--- src/rtl/decimate_accum.sv ---
// rtl/decimate_accum.sv - block averager (decimate by DECIM) feeding a 2-entry output FIFO
module decimate_accum #(
    parameter int DECIM = 4
) (
    input  logic              system1000,
    input  logic              system1000_rst,
    input  logic signed [7:0] input_0,
    input  logic              in_valid,
    output logic signed [7:0] out_data,
    output logic              out_valid,
    input  logic              out_ready,
    output logic              overflow
);

    localparam int SH = $clog2(DECIM);
    localparam int AW = 8 + SH;

    logic [SH-1:0]        phase_q;
    logic signed [AW-1:0] acc_q;
    logic signed [AW-1:0] sum;
    logic signed [7:0]    result;
    logic                 last;
    logic                 push;
    logic                 pop;

    logic signed [7:0]    head_q;
    logic signed [7:0]    tail_q;
    logic [1:0]           level_q;
    logic                 overflow_q;

    // The sum of a full block of 8-bit samples always fits in AW bits, and the
    // arithmetic shift by SH is just a bit-select of that sum (floor division).
    assign sum    = acc_q + {{SH{input_0[7]}}, input_0};
    assign result = sum[SH+7:SH];
    assign last   = (phase_q == SH'(DECIM - 1));
    assign push   = in_valid && last;
    assign pop    = out_valid && out_ready;

    assign out_valid = (level_q != 2'd0);
    assign out_data  = out_valid ? head_q : 8'sd0;
    assign overflow  = overflow_q;

    // Accumulate valid samples; a completed block clears phase and accumulator.
    always_ff @(posedge system1000) begin
        if (system1000_rst) begin
            acc_q   <= '0;
            phase_q <= '0;
        end else if (in_valid) begin
            if (last) begin
                acc_q   <= '0;
                phase_q <= '0;
            end else begin
                acc_q   <= sum;
                phase_q <= phase_q + 1'b1;
            end
        end
    end

    // Two-entry FIFO: head_q is always the oldest entry, tail_q the second one.
    always_ff @(posedge system1000) begin
        if (system1000_rst) begin
            head_q     <= '0;
            tail_q     <= '0;
            level_q    <= 2'd0;
            overflow_q <= 1'b0;
        end else if (push && pop) begin
            // pop implies level >= 1, so the level never changes here
            if (level_q == 2'd1) begin
                head_q <= result;
            end else begin
                head_q <= tail_q;
                tail_q <= result;
            end
        end else if (push) begin
            case (level_q)
                2'd0: begin
                    head_q  <= result;
                    level_q <= 2'd1;
                end
                2'd1: begin
                    tail_q  <= result;
                    level_q <= 2'd2;
                end
                default: overflow_q <= 1'b1;
            endcase
        end else if (pop) begin
            head_q  <= tail_q;
            level_q <= level_q - 2'd1;
        end
    end

endmodule

--- config.mk ---
export PLATFORM = sky130hd
export DESIGN_NAME = decimate_accum
export DESIGN_NICKNAME = d
export VERILOG_FILES = /design/src/rtl/decimate_accum.sv
export SDC_FILE = /design/constraint.sdc
export NUM_CORES = 1
export LEC_CHECK = 0
export BUFFER_PORTS_ARGS = -buffer_cell sky130_fd_sc_hd__buf_2
export CAP_MARGIN = 10
export CORE_ASPECT_RATIO = 0.9
export CORE_MARGIN = 2
export CORE_UTILIZATION = 52
export DETAILED_ROUTE_END_ITERATION = 10
export GPL_TIMING_DRIVEN = 0
export PLACE_DENSITY_LB_ADDON = 0.12
export SYNTH_ARGS = -nofsm -noshare
export SYNTH_HDL_FRONTEND = slang
export SYNTH_SLANG_ARGS = --single-unit
--- constraint.sdc ---
create_clock -name system1000 -period 2.4 [get_ports system1000]
set_input_delay 0.24 -clock system1000 [delete_from_list [all_inputs] [get_ports system1000]]
set_output_delay 0.24 -clock system1000 [all_outputs]
set_load 0.005 [all_outputs]
==> impl_metrics.ini <==
[timing]
maxSlewHeadroom = 0.5617
finalHoldViolCount = 0
finalCritPeriodShare = 0.9515
tns_ns = 0
layout_min_cycle_time_ns = 2.284
setup_viol_count_final = 0
holdWs_ns = 0.3033
grt_setup_unrepaired = false
finalClockSkew_ns = 0.006802
fmax_mhz = 437.9
drv_slew = 0
tightest_slew_ns = 0.6530

[yosys]
yosysTopAreaCellShare = 0.3440
synth_seq_area_share = 0.3440
synth_edf_count = 0
synthCells = 210
ys.flop_type = dfxtp_1
synth_fp_nets = 235
yosys_register_bits = 31
synth_area_per_cell_sq_um = 8.592
async_reset_ff_frac = 0
synth_area_sq_um = 1804
synthDistinctLibCells = 49
yosysWarnings = 0
yosys.area.top_type = dfxtp_1
synth_area_leaders = dfxtp_1 (34%), ha_1 (8.3%), a21oi_1 (5.8%)

[worst_setup_path]
cp-end-kind = register
cpMaxStageDelayCell = o41a_1
rrSetupSlack_ns = 0.12
critPathMaxStageDelay_ns = 0.42
reg2reg_from = acc_q[0]
cp_data_required_time_ns = 2.56
cp_top_family = compound AO/OA/AOI/OAI gates
r2r_end = acc_q[8]
crit_path_max_fanout = 2
crit_cells = 9
cp.buffers_inverters = 1
worst_ep_arrival_time_ns = 2.45
critical_path_class = reg -> reg
worst_setup_path_start_kind = register
worstPathCellList = ha_1, fa_1, a21o_1, a21oi_2, o21bai_1, o41a_1, buf_4, nand4b_1, o221ai_1
reg2reg_depth = 9

[cts]
cts_hold_buf = 0
cts_tree = yes
cts.path.max_buffers = 2
clock_latency_ns = 0.28
path_clk_slew_ns = 0.07
htreeDepth = 2
cts.sinks = 31
cts_root_buffer = clkbuf_8
cts_buffers = 5

[floorplan]
ios = 22
core-area_sq_um = 3353
num_rows = 20
dieArea_sq_um = 3957
die_width_microns = 66.09
initial_utilization = 0.5381
fp.dieH_microns = 59.88

[finish]
instances_no_fill = 282
nets = 262
drive_gt1_frac = 0.1807
area_growth_pct = 13.59
fill_cells = 305
antenna_cells = 0

[global_route]
overflow = 0
grt_pass1_wl_microns = 6941
grt_util_met2 = 0.3929
antenna_found_initial = 0
grt_pass1_vias = 1566
met1_usage = 0.2824
busiest_layer = met2
use_met3 = 0.07156
grt_use_total = 0.2281
grt_max_degree = 11

[placement]
routabilityCongestion = 0.8220
placedCellCount = 273
place.port_buffers = 19
place_hpwl_microns = 3035

[worst_hold_path]
whs_endpoint = level_q[0]
holdCritPathClass = in -> reg
hold_depth = 4
min_from = system1000_rst

[pwr]
leakage_nw = 0.8431
comb_power_share = 0.366
p_clk_frac = 0.247
power.total_mw = 1.630
power_density_nw_per_um2 = 795.6
p_int_mw = 1.032
p_seq_frac = 0.387
vdd_drop_max_mv = 0.4107
swShare = 0.3669
switchingPower_uw = 598.2

[detailed_routing]
initialDrtViolationCount = 100
wl_microns = 4114
vias_per_cell = 5.801
drc = 0
wl_per_cell_microns = 14.59
ant_nets = 0
drtPass1Iterations = 4
dr_total_vias = 1636

[run_status]
status = finished, final reports clean

[run]
maxCapViolations = 0
[kinds of logic after synthesis]
kind of cell	synth area share
AND/OR/NAND/NOR	0.2018
AO/OA/AOI/OAI	0.2379
flip-flops	0.3440
buffers and inverters	0.04437
adder cells (fa/ha/maj)	0.09431
XOR/XNOR	0.04369
multiplexers	0.03398
[registers in the layout, indices dropped and copies added, names as in the netlist]
signal,cells
acc_q,10
head_q,8
level_q,2
overflow,1
phase_q,2
tail_q,8
[cells in the mapped netlist (4+ instances only)]
cell,count
a211oi_1,7
nor2b_1,15
o22ai_1,7
mux2i_1,5
ha_1,12
dfxtp_1,31
xnor2_1,6
nor2_1,20
inv_1,6
nand2_1,10
clkbuf_1,4
nor3_1,7
a21oi_1,21
buf_2,4
a21o_1,4
[how the worst max path moves through the flow]
stage | start | slack (ns) | endpoint
final | acc_q[0] | 0.12 | acc_q[8]
after detailed placement | input_0[0] | 0.04 | head_q[6]
after global routing | acc_q[0] | 0.009 | tail_q[6]
after global placement | input_0[0] | 0.07 | head_q[6]
after CTS | acc_q[0] | 0.07 | head_q[6]
after floorplan | acc_q[0] | 0.30 | tail_q[6]
[layer usage]
metal / share of wire / up-vias
met2: 0.49 / 56
met3: 0.055 / 4
met5: 0 / -
li1: - / 817
met4: 0.0029 / 0
met1: 0.46 / 759
[layout make-up]
class / instances / area [sq um] / area share
multi-input cells: 161 / 1107 / 0.5403
repair buffers: 20 / 102.6 / 0.05006
clock buffers: 5 / 68.82 / 0.03358
inverters: 7 / 26.28 / 0.01282
clock inverters: 3 / 15.01 / 0.007326
flip-flops and latches: 31 / 620.6 / 0.3028
plain buffers: 11 / 53.80 / 0.02625
well taps: 44 / 55.05 / 0.02686
[repair_timing]
action / 4_1_cts / 5_1_grt
endpoints found under the setup margin: 0 / 2
setup buffers: 0 / 1
gates resized for setup: 0 / 1
[through the flow]
| stage | worst slack [ns] | cell area (sq um) | utilization |
|---|---|---|---|
| CTS | 0.07137 | 2038 | 0.6078 |
| global placement | 0.07440 | 1954 | 0.5828 |
| finish | 0.1165 | 2049 | 0.6112 |
| detailed placement | 0.03788 | 1954 | 0.5828 |
| floorplan | 0.2990 | 1804 | - |
| global route | 0.008507 | 2049 | 0.6112 |
[tightest hold or removal path, cell delays in order]
cell and delay [ns]:
buf_4 0.14, a31oi_1 0.05, nand2_1 0.07, a211oi_1 0.04
[cell usage in the layout (no fill, tap or decap), types with 7 or more instances in the layout]
| master | count |
|---|---|
| a211oi_1 | 7 |
| a21oi_1 | 20 |
| buf_2 | 23 |
| dfxtp_1 | 31 |
| ha_1 | 12 |
| nand2_1 | 10 |
| nor2_1 | 20 |
| nor2b_1 | 15 |
| nor3_1 | 7 |
| o22ai_1 | 7 |
[power by group through the flow]
stage               Combinational [mW]  Clock [mW]  Sequential [mW]
global route                     0.665       0.439            0.645
finish                           0.597       0.402            0.632
detailed placement               0.585           0            0.643
CTS                              0.588       0.405            0.632
global placement                 0.569           0            0.639
floorplan                        0.453           0            0.632
(Power assumes the default switching activity.)
